===== src/rtl/game_flow_ctrl.sv =====
// rtl/game_flow_ctrl.sv - screen sequencing, button hit-testing and HUD counters for the UI overlay
module game_flow_ctrl #(
    parameter int INV_CYCLES = 50_000_000
) (
    input  logic       clk,
    input  logic       rst,
    input  logic       click,
    input  logic [8:0] mouse_x,
    input  logic [8:0] mouse_y,
    input  logic       key_pulse,
    input  logic       light_pulse,
    input  logic       door_pulse,
    input  logic       hit_pulse,
    output logic [3:0] state,
    output logic [1:0] key_find,
    output logic [1:0] life,
    output logic [1:0] todo,
    output logic [3:0] play_valid
);

    typedef enum logic [3:0] {
        S_TITLE    = 4'd0,
        S_STAFF    = 4'd1,
        S_STAGE1   = 4'd2,
        S_SUCCESS1 = 4'd3,
        S_STAGE2   = 4'd4,
        S_SUCCESS2 = 4'd5,
        S_STAGE3   = 4'd6,
        S_SUCCESS3 = 4'd7,
        S_FAIL     = 4'd8
    } state_t;

    typedef enum logic [1:0] {
        T_NONE       = 2'd0,
        T_FIND_KEY   = 2'd1,
        T_FIND_LIGHT = 2'd2,
        T_FIND_DOOR  = 2'd3
    } todo_t;

    localparam logic [25:0] INV_LOAD = 26'(INV_CYCLES - 1);

    state_t      state_q, state_d, enter_state;
    todo_t       todo_q, todo_d;
    logic [1:0]  key_q, key_d;
    logic [1:0]  life_q, life_d;
    logic [3:0]  pv_q, pv_d;
    logic [25:0] inv_q, inv_d;
    logic        btn_en;
    logic        hit_ok;
    logic        enter;

    function automatic logic in_y(input logic [8:0] y, input logic [8:0] lo, input logic [8:0] hi);
        return (y >= lo) && (y < hi);
    endfunction

    // Every button shares the same horizontal extent, so the x test is common.
    assign btn_en = click && (mouse_x >= 9'd120) && (mouse_x < 9'd200);
    assign hit_ok = hit_pulse && (state_q == S_STAGE3) && (inv_q == 26'd0);

    always_comb begin
        state_d     = state_q;
        todo_d      = todo_q;
        key_d       = key_q;
        life_d      = life_q;
        pv_d        = pv_q;
        inv_d       = (inv_q != 26'd0) ? inv_q - 26'd1 : inv_q;
        enter       = 1'b0;
        enter_state = S_STAGE1;

        case (state_q)
            S_TITLE: begin
                if (btn_en) begin
                    if (in_y(mouse_y, 9'd120, 9'd140)) begin
                        enter = 1'b1; enter_state = S_STAGE1;
                    end else if (in_y(mouse_y, 9'd160, 9'd180) && pv_q[2]) begin
                        enter = 1'b1; enter_state = S_STAGE2;
                    end else if (in_y(mouse_y, 9'd200, 9'd220) && pv_q[3]) begin
                        enter = 1'b1; enter_state = S_STAGE3;
                    end
                end
            end
            S_SUCCESS1, S_SUCCESS2: begin
                if (btn_en && in_y(mouse_y, 9'd140, 9'd160)) begin
                    enter       = 1'b1;
                    enter_state = (state_q == S_SUCCESS1) ? S_STAGE2 : S_STAGE3;
                end else if (btn_en && in_y(mouse_y, 9'd180, 9'd200)) begin
                    state_d = S_TITLE;
                end
            end
            S_SUCCESS3: begin
                if (btn_en && in_y(mouse_y, 9'd150, 9'd170))
                    state_d = S_STAFF;
            end
            S_FAIL: begin
                if (btn_en && in_y(mouse_y, 9'd140, 9'd160)) begin
                    enter = 1'b1; enter_state = S_STAGE3;
                end else if (btn_en && in_y(mouse_y, 9'd180, 9'd200)) begin
                    state_d = S_TITLE;
                end
            end
            S_STAFF: begin
                if (btn_en && in_y(mouse_y, 9'd180, 9'd200))
                    state_d = S_TITLE;
            end
            S_STAGE1, S_STAGE2, S_STAGE3: begin
                if (hit_ok && life_q == 2'd1) begin
                    // A fatal hit discards every other pulse of the same cycle.
                    state_d = S_FAIL;
                    todo_d  = T_NONE;
                    life_d  = 2'd0;
                    inv_d   = INV_LOAD;
                end else begin
                    if (hit_ok) begin
                        if (life_q != 2'd0)
                            life_d = life_q - 2'd1;
                        inv_d = INV_LOAD;
                    end
                    if (light_pulse && todo_q == T_FIND_LIGHT)
                        todo_d = T_FIND_KEY;
                    if (key_pulse && todo_q == T_FIND_KEY && key_q != 2'd3) begin
                        key_d = key_q + 2'd1;
                        if (key_q == 2'd2)
                            todo_d = T_FIND_DOOR;
                    end
                    // Door is judged against the pre-edge todo, so it cannot chain off the third key.
                    if (door_pulse && todo_q == T_FIND_DOOR) begin
                        todo_d = T_NONE;
                        if (state_q == S_STAGE1) begin
                            state_d = S_SUCCESS1;
                            pv_d[2] = 1'b1;
                        end else if (state_q == S_STAGE2) begin
                            state_d = S_SUCCESS2;
                            pv_d[3] = 1'b1;
                        end else begin
                            state_d = S_SUCCESS3;
                        end
                    end
                end
            end
            default: state_d = S_TITLE;
        endcase

        if (enter) begin
            state_d = enter_state;
            key_d   = 2'd0;
            life_d  = 2'd3;
            inv_d   = 26'd0;
            todo_d  = (enter_state == S_STAGE2) ? T_FIND_LIGHT : T_FIND_KEY;
        end
    end

    always_ff @(posedge clk) begin
        if (rst) begin
            state_q <= S_TITLE;
            todo_q  <= T_NONE;
            key_q   <= 2'd0;
            life_q  <= 2'd0;
            pv_q    <= 4'b0010;
            inv_q   <= 26'd0;
        end else begin
            state_q <= state_d;
            todo_q  <= todo_d;
            key_q   <= key_d;
            life_q  <= life_d;
            pv_q    <= pv_d;
            inv_q   <= inv_d;
        end
    end

    assign state      = state_q;
    assign todo       = todo_q;
    assign key_find   = key_q;
    assign life       = life_q;
    assign play_valid = pv_q;

endmodule


===== config.mk =====
export PLATFORM = sky130hd
export DESIGN_NAME = game_flow_ctrl
export DESIGN_NICKNAME = d
export VERILOG_FILES = /design/src/rtl/game_flow_ctrl.sv
export SDC_FILE = /design/constraint.sdc
export NUM_CORES = 1
export LEC_CHECK = 0
export ABC_AREA = 1
export BUFFER_PORTS_ARGS = -buffer_cell sky130_fd_sc_hd__buf_2
export CAP_MARGIN = 10
export CORE_MARGIN = 8
export CORE_UTILIZATION = 30
export DETAILED_ROUTE_END_ITERATION = 6
export PLACE_DENSITY = 0.58
export RECOVER_POWER = 100
export SYNTH_ARGS = -nofsm -noshare
export SYNTH_HDL_FRONTEND = slang
export SYNTH_SLANG_ARGS = --single-unit

===== constraint.sdc =====
create_clock -name clk -period 2.45 [get_ports clk]
set_input_delay 0.49 -clock clk [delete_from_list [all_inputs] [get_ports clk]]
set_output_delay 0.49 -clock clk [all_outputs]
set_load 0.01 [all_outputs]

==> results of run 1 <==
## power by group
part           internal [W]  switching [W]  total, W
registers          0.000792       0.000166  0.000957
clock network      0.000227       0.000232  0.000459
logic              0.000717        0.00122   0.00194
total               0.00174        0.00162   0.00336
## sequential cells by signal, indices dropped and copies added, names as in the netlist
register and count:
inv_q 26, state 4, key_find 2, play_valid 2, todo 2, life 2
## logic make-up after synthesis
family | count (synthesis) | synth area share (%)
and+or+nand+nor | 247 | 40.9
buffers and inverters | 72 | 11.3
AOI/OAI and AO/OA | 51 | 12.0
DFF | 38 | 28.0
xor gates and xnor gates | 16 | 5.17
adders and majority gates | 5 | 2.31
other | 2 | 0.277
## synth_stat cells, types with 2 or more instances
master	number	share of area [%]
nor2_4	3	1.2
a21oi_1	22	4.1
xnor2_1	8	2.6
nand3_2	4	1.5
inv_2	3	0.42
dfxtp_1	38	28
nor2_1	82	11
xor2_1	8	2.6
a21oi_2	10	3.2
nand3_4	2	1.3
conb_1	2	0.28
a31oi_1	3	0.69
nor4_1	7	1.6
inv_1	59	8.2
ha_1	5	2.3
nand4_1	5	1.2
o21bai_1	2	0.55
buf_4	3	0.83
buf_6	3	1.2
and3_1	3	0.69
nand2_1	93	13
nand2_2	5	1.2
nor3_1	7	1.3
o21ai_0	10	1.8
nand3_1	33	6.1
## final cells by class
cell class              instances  area (um^2)  area share [%]
repair buffers                 36          175            5.81
multi-input cells             321         1610            53.5
clock buffers                   7         86.3            2.86
well taps                     108          135            4.48
flip-flops and latches         38          761            25.2
clock inverters                 1         5.00           0.166
inverters                      63          238            7.89
## worst max-delay path by stage
stage / end / from / slack (ns) / cells after the start
after floorplan: state[0] / inv_q[0] / 0.62 / 13
after global placement: inv_q[10] / mouse_y[7] / 0.40 / 10
after detailed placement: inv_q[11] / mouse_y[7] / 0.39 / 10
after CTS: inv_q[0] / inv_q[0] / 0.40 / 10
after global routing: state[0] / inv_q[0] / 0.11 / 12
final: state[0] / inv_q[0] / 0.32 / 12
## metal layers
metal | GRT usage, % | up-vias
met4 | 3.02 | 0
met2 | 19.8 | 54
met1 | 13.5 | 1233
met3 | 2.76 | 12
li1 | - | 1433
met5 | 0 | -
## through the flow
| step | hold WS (ns) | cell area [um^2] | power, W | setup slack (ns) |
|---|---|---|---|---|
| after floorplan | 0.454 | 2710 | 0.00254 | 0.616 |
| after global placement | 0.467 | 2980 | 0.00292 | 0.404 |
| after detailed placement | 0.468 | 2980 | 0.00295 | 0.395 |
| after CTS | 0.471 | 3070 | 0.00342 | 0.400 |
| after global routing | 0.504 | 3010 | 0.00372 | 0.106 |
| final | 0.477 | 3010 | 0.00336 | 0.323 |
## worst reg2reg max path, delay by kind of cell, from the launching register on
| kind | cells | cell delay [ns] |
|---|---|---|
| AOI/OAI and AO/OA | 1 | 0.05 |
| adders and majority gates | 1 | 0.32 |
| and+or+nand+nor | 8 | 1.13 |
| DFF | 1 | 0.33 |
| buffers and inverters | 2 | 0.18 |
==> impl_metrics.ini, run 1 <==
[worst_setup_path]
crit_type = reg -> reg
r2r_slack_ns = 0.32
cp_max_fo = 7
r2r-end = state[0]
max_stage_delay_ns = 0.33
cp_num_buf_inv = 2
arrival_ns = 2.30
path_delay_family = simple AND/OR/NAND/NOR gates
cpMaxStageDelayCell = dfxtp_1
reg2reg_depth = 12
worstSetupStartpointType = flop
r2r-start = inv_q[0]
crit_top_cell = nand2_1
end_kind = flop
worstPathCellList = inv_1 -> ha_1 -> nand2_1 -> nor2_1 -> nand2_2 -> nor2_4 -> nand3_4 -> nand2_1 -> inv_1 -> or2_0 -> nand2_1 -> a21oi_2
cp_data_required_time_ns = 2.63

[clock_network]
numCtsBuffers = 5
cts_resized = 0
tritoncts = done
clkLatencyLatePin_ns = 0.29
h-tree-depth = 2
root_buffer = clkbuf_8
post_cts_buffers = 0
holdBufCountCts = 0
cts.clk_slew.worst_paths_ns = 0.08
cts_buffer_depth = 2
cts.sinks = 38

[layout]
area_growth_pct = 11.1
fin_util_pct = 34.4
fill_cells = 990
final_cell_mix = nand2_1 (95), nor2_1 (82), inv_1 (59)
drive_above_1_share_pct = 11.6
final_common_cell = nand2_1
n_antenna_cell = 0
instances_no_fill = 574
nets = 495

[die]
start_util_pct = 31.0
die_w_um = 111
die-area_um2 = 12300
io_pins = 39
rows = 34
dieHeight_um = 111
design.core.area_um2 = 8760

[route]
firstDrtPassIters = 4
routedWlPerCell_um = 12.0
drcViolationCount = 0
initialDrtViolationCount = 110
wl_met3_um = 287
wl_met2_um = 3280
ant_nets = 0
routed.top_layer = met4
routed_via_density = 4.76
wl_met1_um = 3220
vias = 2732
wirelength_um = 6890

[global_route]
grt_antenna_before_repair = 0
grt_max_degree = 30
grt_pass1_wl_um = 12200
grt_pass1_vias = 2741
grt.total_usage_pct = 11.4
global_route.overflow_total = 0

[sta]
setup_viol = 0
worst_pin_slew_ns = 0.587
final.setup.tns_ns = 0
finClkSkew_ns = 0.00554
clock.fmax_ghz = 0.470
rsz0062_at_grt = false
slew_headroom_pct = 60.5
slew_violations = 0
hold_viol_final = 0
post-route-period-util_pct = 86.8
layout_min_cycle_time_ns = 2.13

[yosys]
yosys_register_bits = 38
syn-instance-count = 431
ys_types = 36
syn_nets = 461
synth_seq_area_share_pct = 28.0
synth-edff-count = 0
synth_warnings = 0
synth-main-ff-cell = dfxtp_1
synthArstFlopShare_pct = 0
synth_area_um2 = 2710
avgSynthCellArea_um2 = 6.29

[worst_hold_path]
hp-class = in -> reg
hold_depth = 2
hold_end = state[3]
holdCritStartpoint = rst

[flow_run]
max_cap_violations = 0

[place]
detailed_place_hpwl_um = 5440
globalplace.congestion = 0.941
portBuffers = 32
place_inst = 566

[power_and_ir_drop]
power_density_nw_per_um2 = 1110
static-leakage-power_nw = 1.46
ir_worst_vdd_mv = 0.324

[run_status]
outcome = completed
Note: power is estimated with default switching activity, not from simulation.
==> run 2, diff against run 1 <==
--- a/config.mk
+++ b/config.mk
@@ -11,7 +11,7 @@
 export CORE_MARGIN = 8
 export CORE_UTILIZATION = 30
 export DETAILED_ROUTE_END_ITERATION = 6
-export PLACE_DENSITY = 0.58
+export PLACE_DENSITY = 0.6
 export RECOVER_POWER = 100
 export SYNTH_ARGS = -nofsm -noshare
 export SYNTH_HDL_FRONTEND = slang
==> constraint.sdc (replaced) <==
create_clock -name clk -period 1.9 [get_ports clk]
set_input_delay 0.38 -clock clk [delete_from_list [all_inputs] [get_ports clk]]
set_output_delay 0.38 -clock clk [all_outputs]
set_load 0.01 [all_outputs]
==> run 2 against run 1 <==
Clock skew rose by 0.0072 ns; via count rose by 2.2%; worst hold slack got worse by 0.12 ns; clock power rose by 31%; clock-buffer cell count fell by 1; global-route usage rose by 0.20 points; core utilization rose by 2.8 points; final area rose by 8.1%; total power rose by 41%; combinational power rose by 49%; sequential share of layout area fell by 1.8 points; setup slack got worse by 0.17 ns.
==> impl_metrics.ini, run 2 (synthesized netlist as in run 1, its figures left out) <==
[run_status]
outcome = completed

[route]
wirelength_um = 7010
initialDrtViolationCount = 97
routedWlPerCell_um = 11.8
drcViolationCount = 0
routed_via_density = 4.71
vias = 2793
firstDrtPassIters = 4
ant_nets = 0

[clock_network]
clkLatencyLatePin_ns = 0.30
cts.sinks = 38
numCtsBuffers = 5
cts_buffer_depth = 2
cts.clk_slew.worst_paths_ns = 0.08
h-tree-depth = 2
tritoncts = done
root_buffer = clkbuf_8

[worst_setup_path]
worstSetupStartpointType = flop
crit_top_cell = nor2_4
max_stage_delay_ns = 0.32
cp_max_fo = 12
end_kind = flop
crit_type = reg -> reg
reg2reg_depth = 9
worstPathCellList = nor2_1 -> nand2_1 -> nor2_4 -> nand2_2 -> nor2_4 -> inv_2 -> nor2_4 -> inv_1 -> a31oi_1
arrival_ns = 1.97
cp_data_required_time_ns = 2.12
cp_num_buf_inv = 2
path_delay_family = simple AND/OR/NAND/NOR gates
path_depth = 9
cpMaxStageDelayCell = dfxtp_1

[global_route]
grt_pass1_wl_um = 12200
global_route.overflow_total = 0
grt.total_usage_pct = 11.5
grt_pass1_vias = 2805
grt_antenna_before_repair = 0
grt_max_degree = 30

[power_and_ir_drop]
static-leakage-power_nw = 1.56
power.total_w = 0.00472
power_density_nw_per_um2 = 1450
ir_worst_vdd_mv = 0.473

[sta]
layout_min_cycle_time_ns = 1.75
clock.fmax_ghz = 0.572
post-route-period-util_pct = 92.0
slew_violations = 0
final.setup.tns_ns = 0
rsz0062_at_grt = true
worst_pin_slew_ns = 0.546
hold_viol_final = 0
slew_headroom_pct = 63.6
finClkSkew_ns = 0.0128
setup_viol = 0

[layout]
fin_area_um2 = 3260
instances_no_fill = 593
final_common_cell = nand2_1
n_antenna_cell = 0
regMostFlops = inv_q
area_growth_pct = 20.1
final_cell_mix = nand2_1 (92), nor2_1 (74), inv_1 (56)
fill_cells = 952
drive_above_1_share_pct = 21.0
largest_register_ffs = 26
nets = 514

[place]
dpl-instance-area_um2 = 3100
place_inst = 582
portBuffers = 32
detailed_place_hpwl_um = 5620
globalplace.congestion = 0.886

[die]
design.core.area_um2 = 8760
start_util_pct = 31.0
io_pins = 39
die_w_um = 111
rows = 34
die-area_um2 = 12300
dieHeight_um = 111

[worst_hold_path]
hold_depth = 2
hp-class = in -> reg

[flow_run]
max_cap_violations = 0
-- run 2: changes by cell type in the layout (fill, tap and decap cells not counted), moves of 4 or more --
cell | before | now
buf_4 | 3 | 20
nor2_1 | 82 | 74
a21oi_1 | 29 | 23
a21oi_2 | 3 | 9
nor2_2 | 1 | 7
buf_2 | 20 | 24
-- run 2: repair_timing --
item | 4_1_cts | 5_1_grt
hold buffers | 0 | 0
resized for setup | 0 | 21
setup buffers | 0 | 3
endpoints found under the setup margin | 0 | 36
-- run 2: final cells by class --
class / count / area (um^2) / area share, %
multi-input combinational: 321 / 1700 / 52.1
sequential: 38 / 764 / 23.5
timing repair buffer: 55 / 328 / 10.1
inverter: 63 / 238 / 7.30
tap: 108 / 135 / 4.15
clock buffer: 6 / 82.6 / 2.54
clock inverter: 2 / 12.5 / 0.384
-- run 2: power by group --
part / switching, W / internal, W / leakage [nW]
clock network: 0.000307 / 0.000292 / 0.0472
logic: 0.00173 / 0.00117 / 1.21
registers: 0.000207 / 0.00102 / 0.311
total: 0.00224 / 0.00248 / 1.56
-- run 2: per-layer routing --
layer | vias up | routed length, um | track usage [%]
met5 | - | 0 | 0
met2 | 43 | 3370 | 19.8
met1 | 1268 | 3300 | 13.5
li1 | 1472 | - | -
met3 | 10 | 198 | 2.27
met4 | 0 | 144 | 5.24
-- run 2: worst paths after layout --
path / slack (ns) / endpoint / from
max: 0.15 / inv_q[0] / inv_q[15]
min: 0.36 / state[1] / rst
min reg2reg: 0.49 / inv_q[24] / inv_q[25]
max reg2reg: 0.15 / inv_q[0] / inv_q[15]
-- run 2: per-stage QoR --
step	hold slack, ns	util [%]	setup WS, ns
6_report	0.361	37.2	0.152
5_1_grt	0.354	37.2	-0.0229
4_1_cts	0.353	36.5	0.0234
3_5_place_dp	0.478	35.4	0.0112
3_3_place_gp	0.471	35.4	0.0569
2_1_floorplan	0.454	-	0.0656
==> run 3, diff against run 2 <==
--- a/config.mk
+++ b/config.mk
@@ -9,10 +9,11 @@
 export BUFFER_PORTS_ARGS = -buffer_cell sky130_fd_sc_hd__buf_2
 export CAP_MARGIN = 10
 export CORE_MARGIN = 8
-export CORE_UTILIZATION = 30
+export CORE_UTILIZATION = 39
 export DETAILED_ROUTE_END_ITERATION = 6
-export PLACE_DENSITY = 0.6
+export PLACE_DENSITY = 0.71
 export RECOVER_POWER = 100
 export SYNTH_ARGS = -nofsm -noshare
 export SYNTH_HDL_FRONTEND = slang
 export SYNTH_SLANG_ARGS = --single-unit
+export TNS_END_PERCENT = 1
==> constraint.sdc (replaced) <==
create_clock -name clk -period 1.9 [get_ports clk]
set_input_delay 0.38 -clock clk [delete_from_list [all_inputs] [get_ports clk]]
set_output_delay 0.38 -clock clk [all_outputs]
set_load 0.02 [all_outputs]
==> run 3 against run 2 <==
Routed wire length shrank 5.9%; setup slack lost 0.034 ns; fmax shrank 1.9%; total power grew 1.1%; worst hold slack gained 0.0069 ns; largest cell class unchanged; largest power group unchanged.
==> impl_metrics.ini, run 3 (synthesized netlist as in run 1, its figures left out) <==
[clock_network]
cts.sinks = 38
cts_buffer_depth = 2
tritoncts = done
h-tree-depth = 2
cts.clk_slew.worst_paths_ns = 0.07
numCtsBuffers = 5
root_buffer = clkbuf_8
post_cts_buffers = 0
clkLatencyLatePin_ns = 0.29

[layout]
nets = 503
regMostFlops = inv_q
final_common_cell = nand2_1
n_antenna_cell = 0
final_cell_mix = nand2_1 (92), nor2_1 (76), inv_1 (58)
largest_register_ffs = 26
drive_above_1_share_pct = 18.4
area_growth_pct = 17.0

[sta]
setup_viol = 0
hold_viol_final = 0
finClkSkew_ns = 0.00556
slew_violations = 0
final.setup.tns_ns = 0
rsz0062_at_grt = true
worst_pin_slew_ns = 0.615
layout_min_cycle_time_ns = 1.78
clock.fmax_ghz = 0.561
slew_headroom_pct = 58.6
post-route-period-util_pct = 93.8

[route]
wirelength_um = 6590
routed_via_density = 4.94
routedWlPerCell_um = 11.9
ant_nets = 0
drcViolationCount = 0
firstDrtPassIters = 5
vias = 2737
initialDrtViolationCount = 85

[worst_setup_path]
worstSetupEndpoint = inv_q[0]
path_depth = 10
path_delay_family = simple AND/OR/NAND/NOR gates
end_kind = flop
reg2reg_depth = 10
max_stage_delay_ns = 0.33
cpMaxStageDelayCell = dfxtp_1
cp_num_buf_inv = 3
r2r-start = inv_q[0]
cp_data_required_time_ns = 2.11
r2r-end = inv_q[0]
r2r_slack_ns = 0.12
crit_type = reg -> reg
cp_max_fo = 12
worstSetupStartpointType = flop
arrival_ns = 2.00
startpoint = inv_q[0]
worstPathCellList = inv_1 -> ha_1 -> nand2_2 -> nor2_2 -> nand2_2 -> nor2_4 -> inv_2 -> nor2_4 -> inv_1 -> a31oi_1

[die]
die-area_um2 = 9880
design.core.area_um2 = 6760
die_w_um = 99.4
rows = 30
start_util_pct = 40.1
io_pins = 39
dieHeight_um = 99.4

[power_and_ir_drop]
power_frac_clock_pct = 17.8
switchingPower_w = 0.00215
comb_power_share_pct = 56.3
swShare_pct = 45.0
internal-power_w = 0.00263
ir_worst_vdd_mv = 0.612
power_density_nw_per_um2 = 1510
p_seq_share_pct = 25.9
static-leakage-power_nw = 1.54
power.total_w = 0.00478

[worst_hold_path]
hp-class = in -> reg

[place]
globalplace.congestion = 0.960
portBuffers = 32
detailed_place_hpwl_um = 5300

[global_route]
grt.total_usage_pct = 13.5
grt_pass1_wl_um = 11200
grt_pass1_vias = 2586
grt_antenna_before_repair = 0
grt_max_degree = 19
global_route.overflow_total = 0

[run_status]
outcome = completed

[flow_run]
max_cap_violations = 0
-- run 3: changes by cell type in the layout (fill, tap and decap cells not counted), sizes merged --
cell | before | now
buf | 45 | 34
bufinv | 0 | 2
clkinv | 2 | 1
clkinvlp | 1 | 0
-- run 3: layer usage --
layer	part of all wire, %	wire length [um]	vias up	GRT usage (%)
met5	0	0	-	0
met4	1.7	114	0	4.07
met3	3.4	226	13	2.65
met2	47	3120	55	23.0
met1	48	3140	1219	16.6
li1	-	-	1450	-
-- run 3: metrics by stage --
| step | setup slack, ns | instances | utilization [%] | hold slack (ns) | instance area (um^2) |
|---|---|---|---|---|---|
| finish | 0.118 | 554 | 47.0 | 0.368 | 3170 |
| global route | 0.000281 | 554 | 47.0 | 0.372 | 3170 |
| CTS | 0.0558 | 554 | 46.6 | 0.365 | 3150 |
| detailed placement | 0.0217 | 546 | 44.5 | 0.468 | 3010 |
| global placement | 0.0799 | 546 | 44.5 | 0.472 | 3010 |
| floorplan | 0.0655 | 431 | - | 0.454 | 2710 |
-- run 3: cell type report --
type / count / area (um^2)
Multi-Input combinational cell: 321 / 1680
Clock inverter: 2 / 60.1
Inverter: 63 / 238
Clock buffer: 6 / 82.6
Fill cell: 713 / 3580
Timing Repair Buffer: 44 / 250
Tap cell: 80 / 100
Sequential cell: 38 / 764
-- run 3: how the worst min path moves through the flow --
stage	start	end	slack, ns	cells past startpoint
6_report	rst	state[3]	0.37	2
5_1_grt	rst	state[3]	0.37	2
4_1_cts	rst	todo[1]	0.37	2
3_5_place_dp	inv_q[25]	inv_q[24]	0.47	2
3_3_place_gp	inv_q[25]	inv_q[24]	0.47	2
2_1_floorplan	inv_q[25]	inv_q[24]	0.45	2
-- run 3: power by group through the flow --
stage          Sequential [W]  Combinational (W)  Clock [W]
4_1_cts               0.00123            0.00263   0.000869
2_1_floorplan         0.00119            0.00209          0
6_report              0.00124            0.00269   0.000852
3_3_place_gp          0.00124            0.00257          0
5_1_grt               0.00127            0.00307   0.000907
3_5_place_dp          0.00124            0.00261          0
-- run 3: timing repair --
| item | 4_1_cts | 5_1_grt |
|---|---|---|
| gates resized for setup | 0 | 14 |
| hold endpoints to repair | 0 | 0 |
| hold buffers | 0 | 0 |
| endpoints found under the setup margin | 0 | 36 |
